## src/rtl/spi_frm_pkg.sv

```systemverilog
// rtl/spi_frm_pkg.sv - shared constants, frame state type and CRC helpers for the SPI frame engine
// Purpose: field widths, CRC polynomial/seed, frame FSM state type, serial and word CRC functions.
// Ports: none (package).
package spi_frm_pkg;

  localparam int CMD_W   = 8;
  localparam int DATA_W  = 8;
  localparam int CRC_W   = 8;
  localparam logic [CRC_W-1:0] CRC_POLY = 8'h07;
  localparam logic [CRC_W-1:0] CRC_INIT = 8'h00;

  localparam int FRAME_W = CMD_W + DATA_W + CRC_W;
  localparam int PLD_W   = CMD_W + DATA_W;
  localparam int CNT_W   = $clog2(FRAME_W);
  localparam int IDX_W   = 4;

  typedef enum logic [1:0] {
    S_CMD  = 2'd0,
    S_DATA = 2'd1,
    S_CRC  = 2'd2
  } frm_state_e;

  // One MSB-first CRC step; the polynomial's top bit is implicit.
  function automatic logic [CRC_W-1:0] crc_step(input logic [CRC_W-1:0] crc, input logic din);
    logic fb;
    fb = crc[CRC_W-1] ^ din;
    crc_step = {crc[CRC_W-2:0], 1'b0} ^ (fb ? CRC_POLY : '0);
  endfunction

  // CRC over a full command+data payload, MSB first, from the frame seed.
  function automatic logic [CRC_W-1:0] crc_word(input logic [PLD_W-1:0] data);
    logic [CRC_W-1:0] c;
    c = CRC_INIT;
    for (int i = PLD_W - 1; i >= 0; i--) begin
      c = crc_step(c, data[i]);
    end
    crc_word = c;
  endfunction

endpackage

```

## src/rtl/spi_frm_engine_if.sv

```systemverilog
// rtl/spi_frm_engine_if.sv - SPI pad bundle between bus master and frame engine
// Purpose: groups chip select, MOSI and MISO of one SPI link.
// Ports: i_spi_csb (active-low select), i_spi_mosi (master data), o_spi_miso (slave data).
// Modports: master drives csb/mosi and reads miso; slave is the frame engine.
interface spi_frm_engine_if;

  logic i_spi_csb;
  logic i_spi_mosi;
  logic o_spi_miso;

  modport master (
    output i_spi_csb,
    output i_spi_mosi,
    input  o_spi_miso
  );

  modport slave (
    input  i_spi_csb,
    input  i_spi_mosi,
    output o_spi_miso
  );

endinterface

```

## src/rtl/spi_crc_ser.sv

```systemverilog
// rtl/spi_crc_ser.sv - serial CRC register with seed-load and step enable
// Purpose: accumulates an MSB-first CRC one bit per clock.
// Ports: i_clk, i_rst_n (async active-low), i_load (seed and absorb i_bit),
//        i_en (absorb i_bit into running value), i_bit, o_crc (current remainder).
module spi_crc_ser
  import spi_frm_pkg::*;
(
  input  logic             i_clk,
  input  logic             i_rst_n,
  input  logic             i_load,
  input  logic             i_en,
  input  logic             i_bit,
  output logic [CRC_W-1:0] o_crc
);

  logic [CRC_W-1:0] crc_q;
  logic [CRC_W-1:0] crc_d;

  // Load folds the first bit in directly so no cycle is spent on the seed.
  always_comb begin
    crc_d = crc_q;
    if (i_load) begin
      crc_d = crc_step(CRC_INIT, i_bit);
    end else if (i_en) begin
      crc_d = crc_step(crc_q, i_bit);
    end
  end

  always_ff @(posedge i_clk or negedge i_rst_n) begin
    if (!i_rst_n) begin
      crc_q <= CRC_INIT;
    end else begin
      crc_q <= crc_d;
    end
  end

  assign o_crc = crc_q;

endmodule

```

## src/rtl/spi_frm_engine.sv

```systemverilog
// rtl/spi_frm_engine.sv - SCLK-domain SPI mode-0 slave frame engine with burst and pipelined response
// Purpose: deserialises cmd/data/crc frames MSB first, checks the CRC, hands each frame to the
//          controller by toggle flag plus held data, and shifts the previous frame's response on MISO.
// Ports: i_spi_sclk (only clock), i_rst_n (async active-low), spi (slave modport: csb/mosi/miso),
//        i_rsp_pld (response payload), o_rx_cmd, o_rx_data, o_crc_ok, o_frm_tgl, o_burst_idx.
// Build option: SPI_RSP_CRC_EN appends a CRC of i_rsp_pld to the response; otherwise zeros.
module spi_frm_engine
  import spi_frm_pkg::*;
(
  input  logic              i_spi_sclk,
  input  logic              i_rst_n,
  spi_frm_engine_if.slave   spi,
  input  logic [PLD_W-1:0]  i_rsp_pld,
  output logic [CMD_W-1:0]  o_rx_cmd,
  output logic [DATA_W-1:0] o_rx_data,
  output logic              o_crc_ok,
  output logic              o_frm_tgl,
  output logic [IDX_W-1:0]  o_burst_idx
);

  localparam logic [CNT_W-1:0] CNT_LAST  = CNT_W'(FRAME_W - 1);
  localparam logic [CNT_W-1:0] CMD_LAST  = CNT_W'(CMD_W - 1);
  localparam logic [CNT_W-1:0] DATA_LAST = CNT_W'(PLD_W - 1);
  localparam logic [IDX_W-1:0] IDX_ONE   = IDX_W'(1);

  logic csb;
  logic mosi;
  logic win_rst_n;

  frm_state_e         state_q,     state_d;
  logic [CNT_W-1:0]   bit_cnt_q,   bit_cnt_d;
  logic               new_win_q,   new_win_d;
  logic [CNT_W-1:0]   tx_ptr_q,    tx_ptr_d;
  logic [FRAME_W-2:0] rx_sr_q,     rx_sr_d;
  logic [CMD_W-1:0]   rx_cmd_q,    rx_cmd_d;
  logic [DATA_W-1:0]  rx_data_q,   rx_data_d;
  logic               crc_ok_q,    crc_ok_d;
  logic               frm_tgl_q,   frm_tgl_d;
  logic [IDX_W-1:0]   burst_idx_q, burst_idx_d;
  logic [FRAME_W-1:0] rsp_q,       rsp_d;

  logic               frame_end;
  logic [FRAME_W-1:0] frame_w;
  logic [CRC_W-1:0]   rx_crc;
  logic [CRC_W-1:0]   rsp_crc;

  assign csb  = spi.i_spi_csb;
  assign mosi = spi.i_spi_mosi;

  // Framing state lives only while CSB is low; a deselect restarts the frame.
  assign win_rst_n = i_rst_n & ~csb;

  assign frame_end = (bit_cnt_q == CNT_LAST);
  assign frame_w   = {rx_sr_q, mosi};

  spi_crc_ser u_rx_crc (
    .i_clk   (i_spi_sclk),
    .i_rst_n (i_rst_n),
    .i_load  (bit_cnt_q == '0),
    .i_en    (state_q != S_CRC),
    .i_bit   (mosi),
    .o_crc   (rx_crc)
  );

`ifdef SPI_RSP_CRC_EN
  assign rsp_crc = crc_word(i_rsp_pld);
`else
  assign rsp_crc = '0;
`endif

  always_comb begin
    bit_cnt_d = frame_end ? '0 : bit_cnt_q + 1'b1;
    new_win_d = frame_end ? 1'b0 : new_win_q;
    state_d   = state_q;
    case (state_q)
      S_CMD:   if (bit_cnt_q == CMD_LAST)  state_d = S_DATA;
      S_DATA:  if (bit_cnt_q == DATA_LAST) state_d = S_CRC;
      S_CRC:   if (frame_end)              state_d = S_CMD;
      default: state_d = S_CMD;
    endcase
  end

  always_ff @(posedge i_spi_sclk or negedge win_rst_n) begin
    if (!win_rst_n) begin
      state_q   <= S_CMD;
      bit_cnt_q <= '0;
      new_win_q <= 1'b1;
    end else begin
      state_q   <= state_d;
      bit_cnt_q <= bit_cnt_d;
      new_win_q <= new_win_d;
    end
  end

  always_comb begin
    rx_sr_d     = {rx_sr_q[FRAME_W-3:0], mosi};
    rx_cmd_d    = rx_cmd_q;
    rx_data_d   = rx_data_q;
    crc_ok_d    = crc_ok_q;
    frm_tgl_d   = frm_tgl_q;
    burst_idx_d = burst_idx_q;
    rsp_d       = rsp_q;
    if (frame_end) begin
      rx_cmd_d    = frame_w[FRAME_W-1 -: CMD_W];
      rx_data_d   = frame_w[CRC_W +: DATA_W];
      crc_ok_d    = (rx_crc == frame_w[CRC_W-1:0]);
      frm_tgl_d   = ~frm_tgl_q;
      // The first frame of a window restarts the index rather than counting on.
      burst_idx_d = new_win_q ? IDX_ONE :
                    (&burst_idx_q ? burst_idx_q : burst_idx_q + 1'b1);
      rsp_d       = {i_rsp_pld, rsp_crc};
    end
  end

  always_ff @(posedge i_spi_sclk or negedge i_rst_n) begin
    if (!i_rst_n) begin
      rx_sr_q     <= '0;
      rx_cmd_q    <= '0;
      rx_data_q   <= '0;
      crc_ok_q    <= 1'b0;
      frm_tgl_q   <= 1'b0;
      burst_idx_q <= '0;
      rsp_q       <= '0;
    end else begin
      rx_sr_q     <= rx_sr_d;
      rx_cmd_q    <= rx_cmd_d;
      rx_data_q   <= rx_data_d;
      crc_ok_q    <= crc_ok_d;
      frm_tgl_q   <= frm_tgl_d;
      burst_idx_q <= burst_idx_d;
      rsp_q       <= rsp_d;
    end
  end

  // Pointer sits on the MSB while deselected so MISO is valid at CSB fall;
  // its wrap lines up with the frame-end reload of rsp_q.
  assign tx_ptr_d = (tx_ptr_q == '0) ? CNT_LAST : tx_ptr_q - 1'b1;

  always_ff @(negedge i_spi_sclk or negedge win_rst_n) begin
    if (!win_rst_n) begin
      tx_ptr_q <= CNT_LAST;
    end else begin
      tx_ptr_q <= tx_ptr_d;
    end
  end

  assign spi.o_spi_miso = rsp_q[tx_ptr_q];

  assign o_rx_cmd    = rx_cmd_q;
  assign o_rx_data   = rx_data_q;
  assign o_crc_ok    = crc_ok_q;
  assign o_frm_tgl   = frm_tgl_q;
  assign o_burst_idx = burst_idx_q;

endmodule

```

## src/flat_wrapper.sv

```systemverilog
// flat-port wrapper written by rule: the top's interface ports become plain ports
module spi_frm_engine_flat import spi_frm_pkg::*;
  (i_spi_sclk, i_rst_n, i_rsp_pld, o_rx_cmd, o_rx_data, o_crc_ok, o_frm_tgl, o_burst_idx, spi_i_spi_csb, spi_i_spi_mosi, spi_o_spi_miso);
  spi_frm_engine_if spi_i ();
  input  logic i_spi_sclk;
  input  logic i_rst_n;
  input  logic [PLD_W-1:0] i_rsp_pld;
  output logic [CMD_W-1:0] o_rx_cmd;
  output logic [DATA_W-1:0] o_rx_data;
  output logic o_crc_ok;
  output logic o_frm_tgl;
  output logic [IDX_W-1:0] o_burst_idx;
  input wire logic [$bits(spi_i.i_spi_csb)-1:0] spi_i_spi_csb;
  input wire logic [$bits(spi_i.i_spi_mosi)-1:0] spi_i_spi_mosi;
  output wire logic [$bits(spi_i.o_spi_miso)-1:0] spi_o_spi_miso;
  assign spi_i.i_spi_csb = spi_i_spi_csb;
  assign spi_i.i_spi_mosi = spi_i_spi_mosi;
  assign spi_o_spi_miso = spi_i.o_spi_miso;
  spi_frm_engine u_core (.i_spi_sclk(i_spi_sclk), .i_rst_n(i_rst_n), .spi(spi_i), .i_rsp_pld(i_rsp_pld), .o_rx_cmd(o_rx_cmd), .o_rx_data(o_rx_data), .o_crc_ok(o_crc_ok), .o_frm_tgl(o_frm_tgl), .o_burst_idx(o_burst_idx));
endmodule
```

## config.mk

```make
export PLATFORM = sky130hd
export DESIGN_NAME = spi_frm_engine_flat
export DESIGN_NICKNAME = d
export VERILOG_FILES = /design/src/rtl/spi_frm_pkg.sv /design/src/rtl/spi_frm_engine_if.sv /design/src/rtl/spi_crc_ser.sv /design/src/rtl/spi_frm_engine.sv /design/src/flat_wrapper.sv
export SDC_FILE = /design/constraint.sdc
export NUM_CORES = 1
export LEC_CHECK = 0
export CAP_MARGIN = 40
export CORE_MARGIN = 5
export CORE_UTILIZATION = 53
export CTS_BUF_LIST = sky130_fd_sc_hd__clkbuf_4 sky130_fd_sc_hd__clkbuf_8
export DETAILED_ROUTE_END_ITERATION = 12
export MAX_ROUTING_LAYER = met4
export PLACE_DENSITY = 0.77
export SYNTH_ARGS = -nofsm -noshare
export SYNTH_HDL_FRONTEND = slang
export SYNTH_SLANG_ARGS = --single-unit
```

## constraint.sdc

```tcl
create_clock -name i_spi_sclk -period 5.2 [get_ports i_spi_sclk]
set_input_delay 1.3 -clock i_spi_sclk [delete_from_list [all_inputs] [get_ports i_spi_sclk]]
set_output_delay 1.3 -clock i_spi_sclk [all_outputs]
set_load 0.005 [all_outputs]
```

# ---- After elaboration in Yosys (flattened, before gate mapping)
# Index checks and enable logic that the tools add are counted.
dict set report word_totals {
  regBits 82
  output_inout_bits 23
  in_bits 20
  elab_cells 53
}
dict set report classes {
  eq_ne 11
  magnitude_cmp 1
  bitwise_logic 5
  add_sub_neg 3
  mux 14
  reduce_logical 7
}
# cell n
set op_table {}
lappend op_table {{$mux 8} 2}
lappend op_table {{$logic_not 5->1} 2}
lappend op_table {{$mux 5} 2}
lappend op_table {{$eq 8x8->1} 1}
lappend op_table {{$mux 4} 2}
lappend op_table {{$ne 2x1->1 const B} 4}
lappend op_table {{$xor 8x3->8} 1}
lappend op_table {{$lt 5x6->1 const B} 1}
lappend op_table {{$mux 2} 3}
lappend op_table {{$mux 3} 2}
lappend op_table {{$pmux 2 s3} 1}
lappend op_table {{$add 5x1->5 const B} 1}
lappend op_table {{$bmux 1 s5} 1}
lappend op_table {{$eq 5x3->1 const B} 1}
lappend op_table {{$eq 5x4->1 const B} 1}
lappend op_table {{$eq 5x5->1 const B} 1}
lappend op_table {{$sub 5x1->5 const B} 1}
lappend op_table {{$add 4x1->4 const B} 1}
lappend op_table {{$reduce_and 4->1} 1}
lappend op_table {{$reduce_and 3->1} 1}
lappend op_table {{$eq 2x1->1 const B} 1}
lappend op_table {{$eq 2x2->1 const B} 1}
lappend op_table {{$logic_not 2->1} 1}
lappend op_table {{$ne 2x2->1 const B} 1}
lappend op_table {{6 further kinds} 7}

# ---- Longest topological paths before layout
# Gate-level depths: netlist of run 1.
dict set report depth {
  word_depth 5
  mapped_depth 7
  ltp_nobuf 6
}

# ---- Hierarchy
# From an unflattened synthesis of run 1, not the netlist that was laid out.
dict set report hier_totals {
  cells_unflattened 296
  area_unflattened_um2 3244.4
}
# mod cells_per_inst n_inst area_per_inst_um2
set modules_own_cells {}
lappend modules_own_cells {spi_frm_engine 263 1 2874.0}
lappend modules_own_cells {spi_crc_ser 33 1 370.4}

==> metrics.md, run 1 <==
| Metric | Value |
|---|---|
| Status | finished, violations left |
| Violations in the final reports | setup timing |
| CTS H-tree lvls | 3 |
| Largest area contributor in the synthesized netlist | dfrtp_1 |
| Setup Slack @ Placement | -0.600 ns |
| Relative slew margins | 0.369 |
| Clock Tree Buf Depth | 2 |
| I/O pins | 43 |
| Endpoint of the worst register-to-register path | u_core.o_burst_idx[3] |
| Total Die Area | 7850 um2 |
| Final Hold Violating Endpoints | 0 |
| Y dimension of the die | 88.6 um |
| Final antenna-violating net count | 0 |
| DR iter-0 viols | 129 |
| Synthesized netlist cell count | 310 |
| Worst r2r src | u_core.bit_cnt_q[0] |
| Synth unique cells | 40 |
| Maximum fanout along the worst path | 5 |
| Total number of clock tree sinks | 82 |
| Area share of the leading cell type in the synthesized netlist | 0.581 |
| Largest net degree at the start of global routing | 70 |
| Number of vias in the routed layout | 2257 |
| Commonest cells in the synthesized netlist | 118 x nand2_1, 76 x dfrtp_1, 11 x xnor2_1 |
| Maxcap violations | 0 |
| TritonCTS Buffers | 9 |
| Leading post-synthesis cells by cell area | dfrtp_1 58%, nand2_1 14%, dfstp_2 4.0% |
| Critical path arrival | 4.49 ns |
| Cell Pwr Density | 302 nW/um2 |
| CP startpoint | u_core.tx_ptr_q[0] |
| Top flip-flop cell by instance count after synthesis | dfrtp_1 |
| Peak ir drop on the vdd network | 0.195 mV |
| TritonRoute pass-1 iters | 4 |
| Number of antenna violations at the first check in global routing | 0 |
| Cell with the most instances after synthesis | nand2_1 |
| Hold Crit Depth | 0 |
| CP Class | flip-flop to output port |
| CP Capture Type | output port |
| Clk Tree Root Cell | clkbuf_8 |
| Reported leakage power | 1.90 nW |
| Filler cell count | 457 |
| Final worst clock skew | 0.0596 ns |
| Total grt overflow | 0 |
| Synth async-reset ratio | 1.00 |
| Portion of the post-synthesis area used by sequential elements | 0.628 |
| Number of global-route vias before repair | 2194 |
| Data required, critical path | 3.90 ns |
| Final routed wire length divided by cell count | 13.7 um |
| Combined area of all synthesized cells | 3280 um2 |
| Total Wirelength | 6.08 mm |
| Final setup violation count | 1 |
| Area added between synthesis and finish | 22.5% |
| FF-to-FF path depth | 6 |
| EDFF count, synth | 0 |
| Worst-Skew Late Latency | 0.39 ns |
| Worst Setup Start Kind | flip-flop |
| Number of flip-flops and latches in the synthesized netlist | 82 |
| Mapped Avg Cell Area | 10.6 um2 |
| Wire length of the first global-routing pass | 10.4 mm |
| Worst hold path type | flip-flop to flip-flop |
| DRC viols | 0 |
| Site Rows | 28 |
| Global placer's final weighted congestion | 0.918 |
| Synthesized net count | 335 |
| Last element of the critical path | spi_o_spi_miso |
| Clock tree from TritonCTS | done |
| Final nets | 388 |
| Max Slew Vio Count | 0 |
| Drt via density | 5.09 |
| Antenna Diode Count | 0 |
| Setup slack, reg-to-reg | 3.29 ns |
| Total of buffers placed on input and output ports | 42 |
| Detail Placement HPWL | 4.11 mm |
| Worst-margin pin slew | 0.944 ns |
| Total global-route track usage | 0.182 |
| Synth warn | 0 |
| Overall die width | 88.6 um |
| Final Core Density | 0.674 |
| Core outline area | 5960 um2 |
| Clock-pin slew on the worst setup and hold paths | 0.08 ns |
| Final worst-path setup slack | -0.591 ns |
| Starting utilization of the core area | 0.550 |
| Ratio of cells with drive above 1 in the final layout | 0.111 |
| Setup repair after global routing missed its margin | true |
-- final cells by class --
class,count,area [um2],share of cell area
Sequential cell,82,2060,0.513
Multi-Input combinational cell,206,1130,0.281
Timing Repair Buffer,53,493,0.123
Clock buffer,9,124,0.0309
Tap cell,75,93.8,0.0234
Clock inverter,11,88.8,0.0221
Inverter,7,26.3,0.00655
-- kinds of logic (layout without fill, tap and decap cells) --
logic type | after synthesis | in the layout | share of synthesized area
XOR/XNOR | 14 | 14 | 0.0374
buffers and inverters | 22 | 80 | 0.0344
multiplexers | 7 | 7 | 0.0298
AND/OR/NAND/NOR | 149 | 149 | 0.191
adder cells (fa/ha/maj) | 5 | 5 | 0.0191
AO/OA/AOI/OAI | 31 | 31 | 0.0596
flip-flops | 82 | 82 | 0.628
-- metal layers --
| metal | global-route usage | up-vias | wire, um |
|---|---|---|---|
| li1 | - | 1118 | - |
| met1 | 0.237 | 1084 | 2930 |
| met2 | 0.265 | 47 | 2780 |
| met3 | 0.0633 | 8 | 290 |
| met4 | 0.0646 | 0 | 89 |
| met5 | - | - | 0 |
-- per-stage QoR --
step	TNS (ns)	instance area [um2]	cells	power (mW)	hold slack [ns]
final	-0.591	4010	443	1.21	0.377
after CTS	-0.611	4000	443	1.23	0.379
after global routing	-0.669	4010	443	1.27	0.381
after floorplan	-0.0290	3280	310	0.713	0.354
after detailed placement	-0.600	3780	423	0.761	0.360
after global placement	-0.496	3780	423	0.759	0.357
-- registers in the layout (all words and copies together), names as in the netlist --
signal                 cells
u_core.bit_cnt_q           5
u_core.new_win_q           1
u_core.o_burst_idx         4
u_core.o_crc_ok            1
u_core.o_frm_tgl           1
u_core.o_rx_cmd            8
u_core.o_rx_data           8
u_core.rsp_q              16
u_core.rx_sr_q            23
u_core.state_q             2
u_core.tx_ptr_q            5
u_core.u_rx_crc.o_crc      8
-- where the power goes --
part / leakage (nW) / switching, mW / internal, mW / total (mW)
combinational: 0.790 / 0.0291 / 0.0374 / 0.0665
clock: 0.122 / 0.244 / 0.229 / 0.473
sequential: 0.984 / 0.0137 / 0.661 / 0.674
-- worst min path at each step --
stage / startpoint / endpoint
after detailed placement: u_core.rx_sr_q[12] / u_core.rx_sr_q[13]
final: u_core.rx_sr_q[15] / u_core.rx_sr_q[16]
after global placement: u_core.rx_sr_q[9] / u_core.rx_sr_q[10]
after CTS: u_core.rx_sr_q[12] / u_core.rx_sr_q[13]
after floorplan: u_core.rx_sr_q[9] / u_core.rx_sr_q[10]
after global routing: u_core.rx_sr_q[15] / u_core.rx_sr_q[16]
-- repair_timing --
action,CTS,global route
hold buffers,0,0
gates cloned,0,0
resized for setup,6,2
buffers inserted,1,0
setup endpoints to repair,1,1
-- worst max-delay path, cell delays in order (launching register included) --
cell     delay, ns
dfstp_2       0.58
mux4_2        0.53
o21ai_2       0.13
o22ai_1       0.11
buf_2         0.15
-- cells in the final DEF (no fill, tap or decap), types with 2 or more instances in the layout --
cell type and instances:
nand2_1 118, dfrtp_1 76, clkdlybuf4s50_1 40, inv_1 11
xnor2_1 11, buf_4 11, a21oi_1 10, nor2_1 9
clkbuf_8 9, o21ai_1 6, o22a_1 5, ha_1 5
dfstp_2 5, nand3_1 4, nor2b_1 3, xor2_1 3
mux2i_1 3, inv_6 3, and2_1 2, and3_1 2
mux4_2 2, mux2_1 2, o311ai_2 2, nand2b_1 2
a22oi_1 2, nand4_1 2, clkinv_2 2, buf_2 2
Note: power is estimated with default switching activity, not from simulation.
==> inputs of run 2 (changes only) <==
CORE_UTILIZATION = 61   (was 53)
PLACE_DENSITY = 0.87   (was 0.77)
SLEW_MARGIN = 20   (was default)
==> run 2 against run 1 <==
- the flow still finishes with violations (setup timing)
- global-route usage up 4.7 points
- largest power group unchanged
- via count grew 7.0%
- routed wire length is 17% higher
- worst hold slack improved by 0.010 ns
- clock-buffer cell count up 1
- critical path depth unchanged
- total power rose by 8.3%
- sequential power about the same
==> metrics.md, run 2 (synthesis gave the netlist of run 1 again) <==
| Metric | Value |
|---|---|
| Core outline area | 5170 um2 (was 5960 um2) |
| Drt via density | 5.51 (was 5.09) |
| Number of vias in the routed layout | 2414 (was 2257) |
| Commonest non-fill, non-tap cell in the layout | nand2_1 (unchanged) |
| Starting utilization of the core area | 0.633 (was 0.550) |
| TritonCTS Buffers | 9 (unchanged) |
| Relative slew margins | 0.646 (was 0.369) |
| Max reg flops | 23 (unchanged) |
| TritonRoute pass-1 iters | 4 (unchanged) |
| Critical-path cell list | mux4_2 > o21ai_2 > o22ai_2 > buf_2 (was mux4_2 > o21ai_2 > o22ai_1 > buf_2) |
| Overall die width | 83.3 um (was 88.6 um) |
| CP Class | flip-flop to output port (unchanged) |
| Data required, critical path | 3.90 ns (about the same) |
| Clk Tree Root Cell | clkbuf_8 (unchanged) |
| Min Hold Slack | 0.387 ns (was 0.377 ns) |
| CP startpoint | u_core.tx_ptr_q[0] (unchanged) |
| Worst hold path type | flip-flop to flip-flop (unchanged) |
| Worst path max stage delay | 0.62 ns (was 0.58 ns) |
| DR iter-0 viols | 169 (was 129) |
| Clock Tree Buf Depth | 2 (unchanged) |
| Peak ir drop on the vdd network | 0.189 mV (was 0.195 mV) |
| Antenna Diode Count | 0 (unchanged) |
| Total grt overflow | 0 (unchanged) |
| Max Slew Vio Count | 0 (unchanged) |
| Wire length of the first global-routing pass | 12.0 mm (was 10.4 mm) |
| Hold wc startpoint | u_core.rx_sr_q[7] (was u_core.rx_sr_q[15]) |
| Clock-pin slew on the worst setup and hold paths | 0.08 ns (about the same) |
| Worst-margin pin slew | 0.529 ns (was 0.944 ns) |
| Final worst-path setup slack | -0.643 ns (was -0.591 ns) |
| Site Rows | 26 (was 28) |
| Total Die Area | 6940 um2 (was 7850 um2) |
| Biggest registers after layout | u_core.rx_sr_q (23), u_core.rsp_q (16) (unchanged) |
| Final design instance area without fill | 4080 um2 (was 4010 um2) |
| Reported leakage power | 1.93 nW (was 1.90 nW) |
| Total number of clock tree sinks | 82 (unchanged) |
| Worst r2r src | u_core.bit_cnt_q[0] (unchanged) |
| Fin cells | 438 (was 443) |
| Y dimension of the die | 83.3 um (was 88.6 um) |
| Critical path's slowest cell | dfstp_2 (unchanged) |
| Final Hold Violating Endpoints | 0 (unchanged) |
| Total global-route track usage | 0.229 (was 0.182) |
| Critical path arrival | 4.54 ns (was 4.49 ns) |
| Violations in the final reports | setup timing (unchanged) |
| Setup repair after global routing missed its margin | true (unchanged) |
| Maximum fanout along the worst path | 7 (was 5) |
| Number of antenna violations at the first check in global routing | 0 (unchanged) |
| Ratio of cells with drive above 1 in the final layout | 0.117 (was 0.111) |
| Total Wirelength | 7.10 mm (was 6.08 mm) |
| CP Capture Type | output port (unchanged) |
| Largest net degree at the start of global routing | 70 (unchanged) |
| Area added between synthesis and finish | 24.7% (was 22.5%) |
| Final worst clock skew | 0.0532 ns (was 0.0596 ns) |
| Placed inst area | 3760 um2 (was 3780 um2) |
| Register bank with the most flops | u_core.rx_sr_q (unchanged) |
| Final setup violation count | 1 (unchanged) |
| Most used cells in the layout excluding fill and tap cells | 118 x nand2_1, 76 x dfrtp_1, 40 x clkdlybuf4s50_1, 11 x inv_1, 11 x xnor2_1 (was 118 x nand2_1, 76 x dfrtp_1, 40 x clkdlybuf4s50_1) |
| Number of global-route vias before repair | 2506 (was 2194) |
| Number of cells after detailed placement | 416 (was 423) |
| Detail Placement HPWL | 4.63 mm (was 4.11 mm) |
| Maxcap violations | 0 (unchanged) |
| Filler cell count | 300 (was 457) |
| Worst-Skew Late Latency | 0.39 ns (about the same) |
| Count of hold buffers inserted by post-cts repair | 0 (unchanged) |
| Clock tree from TritonCTS | done (unchanged) |
| Cell Pwr Density | 322 nW/um2 (was 302 nW/um2) |
| Final antenna-violating net count | 0 (unchanged) |
| Final nets | 388 (unchanged) |
| Status | finished, violations left (unchanged) |
| Total of buffers placed on input and output ports | 42 (unchanged) |
| Global placer's final weighted congestion | 0.744 (was 0.918) |
| DRC viols | 0 (unchanged) |
| Worst Setup Start Kind | flip-flop (unchanged) |
| Final routed wire length divided by cell count | 16.2 um (was 13.7 um) |
| CTS H-tree lvls | 3 (unchanged) |
| I/O pins | 43 (unchanged) |
## run 2: changes by cell type in the layout (fill, tap and decap cells not counted), sizes merged
cell / delta
bufinv: +2
clkbuf: +1
inv: -3
## run 2: worst paths after layout
| check | depth (start not counted) | endpoint | slack, ns |
|---|---|---|---|
| worst max-delay path | 4 | spi_o_spi_miso | -0.64 |
| worst min-delay path | 0 | u_core.rx_sr_q[8] | 0.39 |
| worst max register to register | 6 | u_core.o_burst_idx[0] | 3.19 |
| worst min register to register | 0 | u_core.rx_sr_q[8] | 0.39 |
| max in group asynchronous | 2 | u_core.tx_ptr_q[0] | 0.92 |
| min in group asynchronous | 2 | u_core.o_rx_cmd[1] | 0.92 |
## run 2: report_power, final
part	internal (mW)	leakage, nW	switching, mW
Combinational	0.0399	0.803	0.0315
Clock	0.330	0.141	0.238
Sequential	0.661	0.984	0.0155
Total	1.03	1.93	0.285
## run 2: metrics by stage
stage	worst slack (ns)	power [mW]	util	TNS, ns
4_1_cts	-0.664	1.32	0.782	-0.664
6_report	-0.643	1.32	0.790	-0.643
3_5_place_dp	-0.594	0.762	0.727	-0.594
3_3_place_gp	-0.502	0.758	0.727	-0.502
5_1_grt	-0.712	1.37	0.790	-0.712
2_1_floorplan	-0.0290	0.713	-	-0.0290
## run 2: critical path: cells and delay by family (launching register included)
family | cells | cell delay, ns
DFF | 1 | 0.62
AOI/OAI and AO/OA | 2 | 0.26
muxes | 1 | 0.53
buffers and inverters | 1 | 0.15
## run 2: metal layers
metal  vias up  GRT usage  routed length (um)
met5         -          -                   0
met2        82      0.379                3680
met3        18     0.0733                 402
met1      1205      0.257                2840
met4         0     0.0936                 171
li1       1109          -                   -
## run 2: layout make-up
cell class,instances,area (um2),area share
Multi-Input combinational cell,206,1140,0.279
Clock buffer,10,131,0.0322
Clock inverter,10,130,0.0319
Sequential cell,82,2060,0.504
Inverter,7,26.3,0.00643
Timing Repair Buffer,53,510,0.125
Tap cell,70,87.6,0.0214
## run 2: repair_timing
action	in CTS	in global routing
buffers inserted	1	0
endpoints found under the setup margin	1	1
gates resized for setup	9	1
pin swaps	2	1
==> inputs of run 3 (changes only) <==
CORE_UTILIZATION = 57   (was 61)
PLACE_DENSITY = 0.82   (was 0.87)
clock period = 5.67 ns   (was 5.2 ns; I/O delays follow)
==> run 3 against run 2 <==
- the run still ends with setup timing left
- first-iteration DRC count down 22%
- clock power is 18% lower
- routed wire length is 8.9% lower
- combinational power fell by 11%
- core utilization shrank 6.1 points
- critical path depth stayed put
- global-route usage decreased by 2.2 points
- clock skew down 0.0027 ns
- worst hold slack worse by 0.0092 ns
- highest routed layer unchanged
==> metrics.md, run 3 (synthesis gave the netlist of run 1 again) <==
| Metric | Value |
|---|---|
| Multi-input combinational cell area | 1110 um2 (was 1140 um2) |
| Worst-Skew Late Latency | 0.38 ns (was 0.39 ns) |
| Setup slack, reg-to-reg | 3.73 ns (was 3.19 ns) |
| Max Slew Vio Count | 0 (unchanged) |
| Share of total power in combinational logic | 0.055 (was 0.054) |
| Fraction of power spent switching nets | 0.215 (was 0.216) |
| Commonest non-fill, non-tap cell in the layout | nand2_1 (unchanged) |
| TritonCTS Buffers | 9 (unchanged) |
| Relative slew margins | 0.625 (was 0.646) |
| Max reg flops | 23 (unchanged) |
| Final routed wire length divided by cell count | 14.7 um (was 16.2 um) |
| Worst r2r src | u_core.bit_cnt_q[0] (unchanged) |
| Maxcap violations | 0 (unchanged) |
| Logic depth of the worst path, buffers included | 4 (unchanged) |
| CP startpoint | u_core.tx_ptr_q[0] (unchanged) |
| Y dimension of the die | 85.8 um (was 83.3 um) |
| Reported leakage power | 1.91 nW (was 1.93 nW) |
| Biggest registers after layout | u_core.rx_sr_q (23), u_core.rsp_q (16) (unchanged) |
| Number of antenna violations at the first check in global routing | 0 (unchanged) |
| Critical-path cell list | mux4_2 > o21ai_1 > o22ai_1 > buf_2 (was mux4_2 > o21ai_2 > o22ai_2 > buf_2) |
| Final setup violation count | 1 (unchanged) |
| Total of buffers placed on input and output ports | 42 (unchanged) |
| Largest net degree at the start of global routing | 70 (unchanged) |
| Final worst clock skew | 0.0505 ns (was 0.0532 ns) |
| Total Wirelength | 6.47 mm (was 7.10 mm) |
| Crit path buf inv count | 1 (unchanged) |
| Overall die width | 85.8 um (was 83.3 um) |
| DR iter-0 viols | 131 (was 169) |
| Cell Pwr Density | 284 nW/um2 (was 322 nW/um2) |
| Setup TNS Final | -0.458 ns (was -0.643 ns) |
| Setup repair after global routing missed its margin | true (unchanged) |
| Antenna Diode Count | 0 (unchanged) |
| Worst Setup Start Kind | flip-flop (unchanged) |
| CTS H-tree lvls | 3 (unchanged) |
| Clock-pin slew on the worst setup and hold paths | 0.08 ns (about the same) |
| Site Rows | 27 (was 26) |
| Last element of the critical path | spi_o_spi_miso (unchanged) |
| Wire length of the first global-routing pass | 11.3 mm (was 12.0 mm) |
| Count of hold buffers inserted by post-cts repair | 0 (unchanged) |
| Total number of clock tree sinks | 82 (unchanged) |
| Ratio of cells with drive above 1 in the final layout | 0.106 (was 0.117) |
| Critical path arrival | 4.71 ns (was 4.54 ns) |
| Final Hold Violating Endpoints | 0 (unchanged) |
| CP Capture Type | output port (unchanged) |
| Storage cell area | 2060 um2 (unchanged) |
| Violations in the final reports | setup timing (unchanged) |
| Worst hold path type | flip-flop to flip-flop (unchanged) |
| Final worst-path setup slack | -0.458 ns (was -0.643 ns) |
| Switching power total | 0.247 mW (was 0.285 mW) |
| Critical path's slowest cell | dfstp_2 (unchanged) |
| Final nets | 389 (was 388) |
| Total grt overflow | 0 (unchanged) |
| Cell type group with the largest total delay on the critical path | flip-flops (unchanged) |
| Number of cells after detailed placement | 418 (was 416) |
| Drt via density | 5.18 (was 5.51) |
| Cell internal power dissipation | 0.902 mW (was 1.03 mW) |
| Core outline area | 5540 um2 (was 5170 um2) |
| Status | finished, violations left (unchanged) |
| Fin cells | 440 (was 438) |
| Clock tree from TritonCTS | done (unchanged) |
| Number of vias in the routed layout | 2279 (was 2414) |
| Most used cells in the layout excluding fill and tap cells | 118 x nand2_1, 76 x dfrtp_1, 40 x clkdlybuf4s50_1, 11 x inv_1, 11 x xnor2_1 (unchanged) |
| TritonRoute pass-1 iters | 4 (unchanged) |
| DRC viols | 0 (unchanged) |
| Final design instance area without fill | 4040 um2 (was 4080 um2) |
| Starting utilization of the core area | 0.591 (was 0.633) |
| Hold Crit Depth | 0 (unchanged) |
| Clk Tree Root Cell | clkbuf_8 (unchanged) |
| Clk pwr share | 0.405 (was 0.432) |
| Number of global-route vias before repair | 2355 (was 2506) |
| Total Die Area | 7360 um2 (was 6940 um2) |
| Share of power burned in registers | 0.539 (was 0.514) |
| Data required, critical path | 4.25 ns (was 3.90 ns) |
| Placed inst area | 3760 um2 (about the same) |
| Maximum fanout along the worst path | 7 (unchanged) |
| Final antenna-violating net count | 0 (unchanged) |
| Worst-margin pin slew | 0.560 ns (was 0.529 ns) |
| FF-to-FF path depth | 4 (was 6) |
| Total global-route track usage | 0.207 (was 0.229) |
| Endpoint of the worst register-to-register path | u_core.o_crc_ok (was u_core.o_burst_idx[0]) |
| CP Class | flip-flop to output port (unchanged) |
| Peak ir drop on the vdd network | 0.176 mV (was 0.189 mV) |
| Clock Tree Buf Depth | 2 (unchanged) |
| Register bank with the most flops | u_core.rx_sr_q (unchanged) |
| Filler cell count | 377 (was 300) |
| I/O pins | 43 (unchanged) |
| Global placer's final weighted congestion | 0.768 (was 0.744) |
| Worst path max stage delay | 0.61 ns (was 0.62 ns) |
| Area added between synthesis and finish | 23.3% (was 24.7%) |
| Detail Placement HPWL | 4.40 mm (was 4.63 mm) |
-- run 3: metal layers --
metal,GRT usage,routed length [um]
met5,-,0
met4,0.0892,155
met3,0.0624,410
met2,0.304,2980
met1,0.267,2920
-- run 3: area by class of cell --
class,instances,share of cell area
clock buffers,10,0.0341
clock inverters,9,0.0229
repair buffers,54,0.128
inverters,7,0.00651
flip-flops and latches,82,0.510
multi-input cells,206,0.276
well taps,72,0.0223
-- run 3: worst min-delay path by stage --
| stage | slack, ns | startpoint | to |
|---|---|---|---|
| 6_report | 0.38 | u_core.rx_sr_q[7] | u_core.rx_sr_q[8] |
| 5_1_grt | 0.40 | u_core.rx_sr_q[18] | u_core.rx_sr_q[19] |
| 4_1_cts | 0.38 | u_core.rx_sr_q[7] | u_core.rx_sr_q[8] |
| 3_5_place_dp | 0.36 | u_core.rx_sr_q[7] | u_core.rx_sr_q[8] |
| 3_3_place_gp | 0.36 | u_core.rx_sr_q[7] | u_core.rx_sr_q[8] |
| 2_1_floorplan | 0.35 | u_core.rx_sr_q[9] | u_core.rx_sr_q[10] |
-- run 3: power by group through the flow --
| stage | clock, mW | sequential [mW] | combinational, mW |
|---|---|---|---|
| finish | 0.466 | 0.619 | 0.0637 |
| detailed placement | 0.00549 | 0.630 | 0.0624 |
| global placement | 0.00549 | 0.629 | 0.0607 |
| floorplan | 0.00549 | 0.627 | 0.0208 |
| CTS | 0.473 | 0.620 | 0.0627 |
| global route | 0.504 | 0.622 | 0.0727 |
-- run 3: repair_timing --
action                                  CTS  global route
setup buffers                             2             0
pin swaps                                 2             0
endpoints found under the setup margin    1             1
gates resized for setup                   5             1
-- run 3: stage by stage --
stage	power (mW)	setup WS [ns]	hold slack [ns]	utilization
floorplan	0.653	0.0827	0.354	-
global placement	0.696	-0.387	0.358	0.680
detailed placement	0.698	-0.442	0.358	0.680
CTS	1.16	-0.458	0.377	0.722
global route	1.20	-0.567	0.399	0.729
finish	1.15	-0.458	0.378	0.729
